### config.mk
export PLATFORM = sky130hd
export DESIGN_NAME = draw_sequencer
export DESIGN_NICKNAME = d
export VERILOG_FILES = /design/src/rtl/draw_sequencer.sv
export SDC_FILE = /design/constraint.sdc
export NUM_CORES = 1
export LEC_CHECK = 0
export CAP_MARGIN = 20
export CORE_MARGIN = 2
export CORE_UTILIZATION = 40
export CTS_CLUSTER_DIAMETER = 50
export DETAILED_ROUTE_END_ITERATION = 8
export GPL_ROUTABILITY_DRIVEN = 0
export HOLD_SLACK_MARGIN = 0.05
export PLACE_DENSITY = 0.78
export SYNTH_ARGS = -nofsm -noshare
export SYNTH_HDL_FRONTEND = slang
export SYNTH_SLANG_ARGS = --single-unit
### constraint.sdc
create_clock -name clk -period 2.4 [get_ports clk]
set_input_delay 0.24 -clock clk [delete_from_list [all_inputs] [get_ports clk]]
set_output_delay 0.24 -clock clk [all_outputs]
set_load 0.01 [all_outputs]
### src/rtl/draw_sequencer.sv
// Draw controller for the VGA plot path: optional screen clear, then one shape draw.
// Owns the shared VGA bus, clips off-screen plots and watchdogs each engine handshake.
module draw_sequencer #(
  parameter int unsigned SCREEN_W       = 160,
  parameter int unsigned SCREEN_H       = 120,
  parameter logic [2:0]  FILL_COLOUR    = 3'b000,
  parameter int unsigned TIMEOUT_CYCLES = 32768
) (
  input  logic       clk,
  input  logic       rst_n,
  // Request side
  input  logic       start,
  input  logic       clear_en,
  input  logic [2:0] colour,
  input  logic [7:0] centre_x,
  input  logic [6:0] centre_y,
  input  logic [7:0] diameter,
  output logic       done,
  output logic       error,
  // Fillscreen engine
  output logic       fill_start,
  output logic [2:0] fill_colour,
  input  logic       fill_done,
  input  logic [7:0] fill_x,
  input  logic [6:0] fill_y,
  input  logic [2:0] fill_pcol,
  input  logic       fill_plot,
  // Shape engine
  output logic       shp_start,
  output logic [2:0] shp_colour,
  output logic [7:0] shp_centre_x,
  output logic [6:0] shp_centre_y,
  output logic [7:0] shp_diameter,
  input  logic       shp_done,
  input  logic [7:0] shp_x,
  input  logic [6:0] shp_y,
  input  logic [2:0] shp_pcol,
  input  logic       shp_plot,
  // Arbitrated VGA bus
  output logic [7:0] vga_x,
  output logic [6:0] vga_y,
  output logic [2:0] vga_colour,
  output logic       vga_plot
);

  localparam int unsigned TW = (TIMEOUT_CYCLES > 1) ? $clog2(TIMEOUT_CYCLES) : 1;
  localparam logic [TW-1:0] TIMER_MAX = TW'(TIMEOUT_CYCLES - 1);
  localparam logic [8:0]    X_LIM     = 9'(SCREEN_W);
  localparam logic [7:0]    Y_LIM     = 8'(SCREEN_H);

  typedef enum logic [2:0] {
    S_IDLE,
    S_FILL,
    S_FILL_REL,
    S_SHAPE,
    S_SHAPE_REL,
    S_FIN,
    S_ERR
  } state_t;

  typedef struct packed {
    logic [2:0] colour;
    logic [7:0] centre_x;
    logic [6:0] centre_y;
    logic [7:0] diameter;
  } params_t;

  state_t        state_q, state_d;
  params_t       params_q, params_d;
  logic [TW-1:0] timer_q, timer_d;
  logic          fill_start_q, fill_start_d;
  logic          shp_start_q, shp_start_d;
  logic          waiting;
  logic          timeout;

  assign waiting = (state_q == S_FILL) || (state_q == S_FILL_REL) ||
                   (state_q == S_SHAPE) || (state_q == S_SHAPE_REL);
  assign timeout = (timer_q == TIMER_MAX);

  // Handshake exits are tested before the watchdog so a same-cycle exit wins.
  // NOTE: every variable gets a default first so no path through the case infers a latch.
  always_comb begin
    state_d  = state_q;
    params_d = params_q;
    case (state_q)
      S_IDLE: begin
        if (start) begin
          params_d.colour   = colour;
          params_d.centre_x = centre_x;
          params_d.centre_y = centre_y;
          params_d.diameter = diameter;
          state_d           = clear_en ? S_FILL : S_SHAPE;
        end
      end
      S_FILL: begin
        if (fill_done)    state_d = S_FILL_REL;
        else if (timeout) state_d = S_ERR;
      end
      S_FILL_REL: begin
        if (!fill_done)   state_d = S_SHAPE;
        else if (timeout) state_d = S_ERR;
      end
      S_SHAPE: begin
        if (shp_done)     state_d = S_SHAPE_REL;
        else if (timeout) state_d = S_ERR;
      end
      S_SHAPE_REL: begin
        if (!shp_done)    state_d = S_FIN;
        else if (timeout) state_d = S_ERR;
      end
      S_FIN, S_ERR: begin
        if (!start) state_d = S_IDLE;
      end
      default: state_d = S_IDLE;
    endcase

    if ((state_d != state_q) || !waiting) timer_d = '0;
    else                                  timer_d = timer_q + 1'b1;

    // Starts rise one cycle after entry and drop on the edge that leaves the state.
    fill_start_d = (state_q == S_FILL)  && (state_d == S_FILL);
    shp_start_d  = (state_q == S_SHAPE) && (state_d == S_SHAPE);
  end

  // NOTE: sequential state uses non-blocking assignments so all registers update together.
  always_ff @(posedge clk) begin
    if (!rst_n) begin
      state_q      <= S_IDLE;
      params_q     <= '0;
      timer_q      <= '0;
      fill_start_q <= 1'b0;
      shp_start_q  <= 1'b0;
    end else begin
      state_q      <= state_d;
      params_q     <= params_d;
      timer_q      <= timer_d;
      fill_start_q <= fill_start_d;
      shp_start_q  <= shp_start_d;
    end
  end

  assign done         = (state_q == S_FIN) || (state_q == S_ERR);
  assign error        = (state_q == S_ERR);
  assign fill_start   = fill_start_q;
  assign fill_colour  = FILL_COLOUR;
  assign shp_start    = shp_start_q;
  assign shp_colour   = params_q.colour;
  assign shp_centre_x = params_q.centre_x;
  assign shp_centre_y = params_q.centre_y;
  assign shp_diameter = params_q.diameter;

  logic [7:0] sel_x;
  logic [6:0] sel_y;
  logic [2:0] sel_col;
  logic       sel_plot;

  always_comb begin
    sel_x    = '0;
    sel_y    = '0;
    sel_col  = '0;
    sel_plot = 1'b0;
    case (state_q)
      S_FILL, S_FILL_REL: begin
        sel_x    = fill_x;
        sel_y    = fill_y;
        sel_col  = fill_pcol;
        sel_plot = fill_plot;
      end
      S_SHAPE, S_SHAPE_REL: begin
        sel_x    = shp_x;
        sel_y    = shp_y;
        sel_col  = shp_pcol;
        sel_plot = shp_plot;
      end
      default: ;
    endcase
  end

  assign vga_x      = sel_x;
  assign vga_y      = sel_y;
  assign vga_colour = sel_col;
  assign vga_plot   = sel_plot && ({1'b0, sel_x} < X_LIM) && ({1'b0, sel_y} < Y_LIM);

endmodule
==> results.sh, run 1 <==
export IMPL_reg2reg_depth=7
export IMPL_wl_met1_um=2580
export IMPL_cts_hold_buf=0
export IMPL_ys_types=46
export IMPL_clock_path_buffers=2
export IMPL_async_flop_share=0
export IMPL_antenna_found_initial=0
export IMPL_p_leak_nw=1.39
export IMPL_peakVddDrop_mv=0.368
export IMPL_post_route_min_period_ns=2.28
export IMPL_drt_total_wl_um=6900
export IMPL_via_per_inst=5.14
export IMPL_grt_pass1_vias=2422
export IMPL_wl_met2_um=3460
export IMPL_worst_ep_arrival_time_ns=2.04
export IMPL_synth_commonest_cells="nand2_1, dfxtp_1, a21boi_0"
export IMPL_hold_start="shp_centre_x[7]"
export IMPL_nFillCells=520
export IMPL_crit_fanout=15
export IMPL_wl_met3_um=714
export IMPL_areaGrowthSynthToFinish_pct=58.6
export IMPL_finalSetupViolations=0
export IMPL_grt_max_degree=27
export IMPL_cts_root_buf="clkbuf_8"
export IMPL_yosysMostFrequentCell="nand2_1"
export IMPL_hpwl_um=5320
export IMPL_period_share=0.949
export IMPL_die_y_um=81.2
export IMPL_fp_dieW_um=81.2
export IMPL_min_to="shp_centre_x[7]"
export IMPL_end_kind="output pin"
export IMPL_grt_pass1_wl_um=11000
export IMPL_synthTopCellsByArea="dfxtp_1, nand2_1, a21boi_0, a22o_1, xor2_1"
export IMPL_numCtsBuffers=5
export IMPL_ys_seq_area_frac=0.386
export IMPL_yosysWarningCount=0
export IMPL_drive_gt1_frac=0.103
export IMPL_final_antenna_net_count=0
export IMPL_layout_nets=480
export IMPL_port_buffers=118
export IMPL_slew_violations=0
export IMPL_drc_errors=0
export IMPL_coreArea_um2=5850
export IMPL_ys_ff_latch=46
export IMPL_timing_setup_tns_ns=0
export IMPL_path_clk_slew_ns=0.08
export IMPL_top_layer="met4"
export IMPL_vias=2487
export IMPL_drt_iter0_markers=139
export IMPL_grtUsageTotal=0.213
export IMPL_hold_path_class="reg2reg"
export IMPL_synth_flop_cell="dfxtp_1"
export IMPL_die_area_um2=6590
export IMPL_pin_count=122
export IMPL_synth_top_cell_by_area="dfxtp_1"
export IMPL_fmax_mhz=439
export IMPL_r2r_start="state_q[0]"
export IMPL_synth_top_cell_area_share=0.386
export IMPL_diodes=0
export IMPL_worstReg2RegEnd="timer_q[11]"
export IMPL_insertion_delay_ns=0.29
export IMPL_cap_violations=0
export IMPL_synth_enable_flop_cells=0
export IMPL_outcome="completed"
export IMPL_r2r_setup_slack_ns=0.49
export IMPL_finClkSkew_ns=0.00769
export IMPL_finalNonFillerCells=484
export IMPL_initial_utilization=0.407
export IMPL_clock_sinks=46
export IMPL_p_per_area_nw_per_um2=567
export IMPL_required_ns=2.16
export IMPL_syn_area_um2=2380
export IMPL_netlist_instances=287
export IMPL_avgSynthCellArea_um2=8.31
export IMPL_wl_per_cell_um=14.3
export IMPL_cts_tree="built"
export IMPL_hold_viol=0
export IMPL_grt_setup_unrepaired="no"
export IMPL_cts_htree_levels=2
export IMPL_dp_cells=477
export IMPL_min_path_cells=2
export IMPL_drt_pass1_iterations=4
export IMPL_grt_ovfl_total=0
export IMPL_worstSetupPathType="reg2out"
export IMPL_critPathLaunchType="flip-flop"
export IMPL_std_cell_rows=28
[where the power goes]
part | leakage, nW | internal, W | switching (W)
Combinational | 0.972 | 0.000474 | 0.000380
Clock | 0.0373 | 0.000200 | 0.000241
Sequential | 0.376 | 0.000818 | 0.0000323
Total | 1.39 | 0.00149 | 0.000653
[worst max path at each step]
| stage | from | endpoint | slack [ns] |
|---|---|---|---|
| floorplan | state_q[0] | vga_plot | 0.55 |
| global placement | fill_y[6] | vga_plot | 0.09 |
| detailed placement | fill_y[6] | vga_plot | 0.06 |
| CTS | state_q[1] | vga_y[6] | 0.02 |
| global route | state_q[0] | vga_y[6] | 0.005 |
| finish | state_q[0] | vga_y[6] | 0.12 |
[final cells by class]
| type | instances | area (um^2) | area share |
|---|---|---|---|
| clock buffer | 6 | 72.6 | 0.0192 |
| clock inverter | 1 | 7.51 | 0.00199 |
| inverter | 5 | 18.8 | 0.00496 |
| multi-input combinational | 218 | 1360 | 0.360 |
| sequential | 46 | 927 | 0.245 |
| tap | 75 | 93.8 | 0.0248 |
| timing repair buffer | 133 | 1300 | 0.344 |
[per-layer routing]
layer | vias to the layer above | GRT usage
li1 | 1242 | -
met1 | 1135 | 0.219
met2 | 99 | 0.402
met3 | 11 | 0.0611
met4 | 0 | 0.0831
met5 | - | 0
[metrics by stage]
stage	total power (W)	instance area [um^2]	hold WS, ns	util	setup WS, ns
floorplan	0.00127	2390	0.317	-	0.551
global placement	0.00170	3670	0.440	0.627	0.0927
detailed placement	0.00171	3670	0.445	0.627	0.0625
CTS	0.00216	3760	0.456	0.643	0.0242
global route	0.00228	3780	0.474	0.646	0.00478
finish	0.00215	3780	0.453	0.646	0.122
[cell families after synthesis]
kind of cell             Yosys count  share of synthesized area
AO/OA/AOI/OAI                     78                      0.244
XOR/XNOR                          14                     0.0514
AND/OR/NAND/NOR                  116                      0.231
flip-flops                        46                      0.386
other                              1                    0.00157
adder cells (fa/ha/maj)            2                    0.00997
buffers and inverters             25                     0.0541
multiplexers                       5                     0.0220
[registers in the layout, summed over array words and instances (netlist names)]
signal and cells:
shp_start 1, shp_centre_x 8, shp_colour 3, shp_diameter 8, shp_centre_y 7, fill_start 1
timer_q 15, state_q 3
[cells in the final DEF, fill, tap and decap left out, types with 3 or more instances in the layout]
cell	synthesis	final
clkdlybuf4s50_1	0	117
nand2_1	67	67
dfxtp_1	46	43
a21boi_0	21	21
a22o_1	14	14
buf_4	4	14
o21ai_0	12	11
xor2_1	11	11
nor2_1	10	9
a21boi_1	7	7
nand3_1	6	6
nor3_1	6	6
clkbuf_8	0	5
and2_1	4	4
a32oi_1	4	4
and3_1	4	4
nand4_1	4	4
xnor2_1	3	3
mux2i_1	3	3
inv_1	3	3
a22oi_1	3	3
o21a_1	3	3
nor3_2	3	3
a21oi_1	3	3
conb_1	1	3
[what timing repair did]
action / CTS / global route
setup endpoints to repair: 3 / 14
pin swaps: 0 / 1
gates resized for setup: 5 / 8
setup buffers: 0 / 0
[worst max-delay path: stages, from the launching register on]
cell             delay (ns)
dfxtp_4                0.38
buf_8                  0.15
mux2_2                 0.34
a22oi_1                0.15
o21ai_1                0.12
buf_4                  0.15
clkdlybuf4s50_1        0.46
(Power assumes the default switching activity.)
==> run 2: changes to the inputs <==
Settings changed: GPL_TIMING_DRIVEN set to 0.
==> results.sh, run 2 (synthesized netlist as in run 1, its figures left out) <==
export IMPL_diodes=0
export IMPL_drive_gt1_frac=0.0935
export IMPL_fin_area_um2=3830
export IMPL_hold_viol=0
export IMPL_path_clk_slew_ns=0.09
export IMPL_port_buffers=118
export IMPL_largest_reg_flops=15
export IMPL_hpwl_um=5410
export IMPL_r2r_start="state_q[0]"
export IMPL_grt_max_degree=15
export IMPL_slowest_delay_ns=0.53
export IMPL_endpoint="vga_x[1]"
export IMPL_drt_pass1_iterations=4
export IMPL_drc_errors=0
export IMPL_worstSetupPathType="reg2out"
export IMPL_cp_top_family="buffers and inverters"
export IMPL_place_ws_ns=0.0209
export IMPL_initial_utilization=0.407
export IMPL_crit_fanout=10
export IMPL_clock_sinks=46
export IMPL_finalNonFillerCells=492
export IMPL_p_per_area_nw_per_um2=588
export IMPL_required_ns=2.16
export IMPL_worstPathCellList="buf_4 > nor3b_4 > o21bai_4 > buf_6 > a22o_1 > clkdlybuf4s50_1"
export IMPL_pin_count=122
export IMPL_cap_violations=0
export IMPL_cts_hold_buf=0
export IMPL_worst_path_stages=6
export IMPL_clock_path_buffers=2
export IMPL_grt_pass1_wl_um=11200
export IMPL_die_y_um=81.2
export IMPL_cts_tree="built"
export IMPL_crit_path_start="state_q[2]"
export IMPL_numCtsBuffers=5
export IMPL_peakVddDrop_mv=0.375
export IMPL_drt_total_wl_um=7050
export IMPL_cts_root_buf="clkbuf_8"
export IMPL_finalSetupViolations=0
export IMPL_coreArea_um2=5850
export IMPL_end_kind="output pin"
export IMPL_fp_dieW_um=81.2
export IMPL_worstReg2RegEnd="shp_centre_x[0]"
export IMPL_die_area_um2=6590
export IMPL_drt_iter0_markers=154
export IMPL_slew_violations=0
export IMPL_vias=2534
export IMPL_areaGrowthSynthToFinish_pct=60.8
export IMPL_reg2reg_depth=6
export IMPL_via_per_inst=5.15
export IMPL_regMostFlops="timer_q"
export IMPL_dp_cells=482
export IMPL_critPathLaunchType="flip-flop"
export IMPL_grt_pass1_vias=2409
export IMPL_cts_htree_levels=2
export IMPL_wl_per_cell_um=14.3
export IMPL_final_antenna_net_count=0
export IMPL_final_cell_mix="clkdlybuf4s50_1, nand2_1, dfxtp_1"
export IMPL_placed_area_um2=3670
export IMPL_slowest_stage="clkdlybuf4s50_1"
export IMPL_std_cell_rows=28
export IMPL_worst_ep_arrival_time_ns=2.05
export IMPL_outcome="completed"
export IMPL_hold_path_class="reg2reg"
export IMPL_grtUsageTotal=0.218
export IMPL_grt_setup_unrepaired="no"
export IMPL_timing_setup_tns_ns=0
export IMPL_r2r_setup_slack_ns=0.62
export IMPL_antenna_found_initial=0
export IMPL_grt_ovfl_total=0
export IMPL_layout_nets=487
export IMPL_period_share=0.953
export IMPL_finClkSkew_ns=0.0113
export IMPL_crit_buf_inv=3
export IMPL_post_route_min_period_ns=2.29
export IMPL_p_leak_nw=1.44
export IMPL_insertion_delay_ns=0.30
export IMPL_power_total_w=0.00225
export IMPL_fmax_mhz=437
export IMPL_finalWorstSetupSlack_ns=0.112
export IMPL_layout_commonest_cell="clkdlybuf4s50_1"
-- run 2: changes by cell type in the layout (fill, tap and decap cells not counted), moves of 2 or more --
cell | previous run | this run
clkbuf_2 | 0 | 2
dfxtp_1 | 43 | 45
buf_4 | 14 | 6
buf_6 | 0 | 4
clkbuf_1 | 1 | 10
dlymetal6s2s_1 | 0 | 3
clkdlybuf4s50_1 | 117 | 114
buf_2 | 0 | 2
-- run 2: metal layers --
metal	part of all wire	up-vias	GRT usage
met5	0	-	0
met1	0.38	1148	0.225
met4	0.015	0	0.0627
met2	0.51	118	0.422
met3	0.097	14	0.0644
li1	-	1254	-
-- run 2: per-stage QoR --
step	util	hold WS (ns)
finish	0.655	0.456
global route	0.655	0.486
global placement	0.627	0.441
CTS	0.652	0.456
detailed placement	0.627	0.444
floorplan	-	0.317
-- run 2: where the power goes --
part	internal, W	leakage, nW	total (W)	switching, W
logic	0.000457	1.02	0.000843	0.000386
clock network	0.000311	0.0514	0.000560	0.000249
registers	0.000817	0.375	0.000849	0.0000324
total	0.00158	1.44	0.00225	0.000668
-- run 2: worst min path at each step --
stage                                from         endpoint  slack (ns)  cells past startpoint
after floorplan                 fill_done       fill_start        0.32                      1
after global placement    shp_centre_x[7]  shp_centre_x[7]        0.44                      2
after detailed placement    shp_colour[2]    shp_colour[2]        0.44                      2
after CTS                   shp_colour[2]    shp_colour[2]        0.46                      2
after global routing        shp_colour[2]    shp_colour[2]        0.49                      2
final                       shp_colour[2]    shp_colour[2]        0.46                      2
-- run 2: layout make-up --
| class | instances | area (um^2) |
|---|---|---|
| sequential | 46 | 922 |
| tap | 75 | 93.8 |
| multi-input combinational | 218 | 1370 |
| buffer | 20 | 124 |
| inverter | 5 | 18.8 |
| clock inverter | 2 | 37.5 |
| fill | 490 | 2020 |
| clock buffer | 6 | 72.6 |
| timing repair buffer | 120 | 1200 |
-- run 2: worst reg2reg max path, cell delays in order (launching register included) --
cell and delay [ns]:
dfxtp_2 0.36, inv_2 0.15, nand2_1 0.09, nor3_2 0.39, clkbuf_1 0.41, nand2_1 0.09
a21boi_0 0.20
-- run 2: what timing repair did --
item	4_1_cts	5_1_grt
endpoints found under the setup margin	17	18
resized for setup	8	13
setup buffers	2	0
pin swaps	1	0
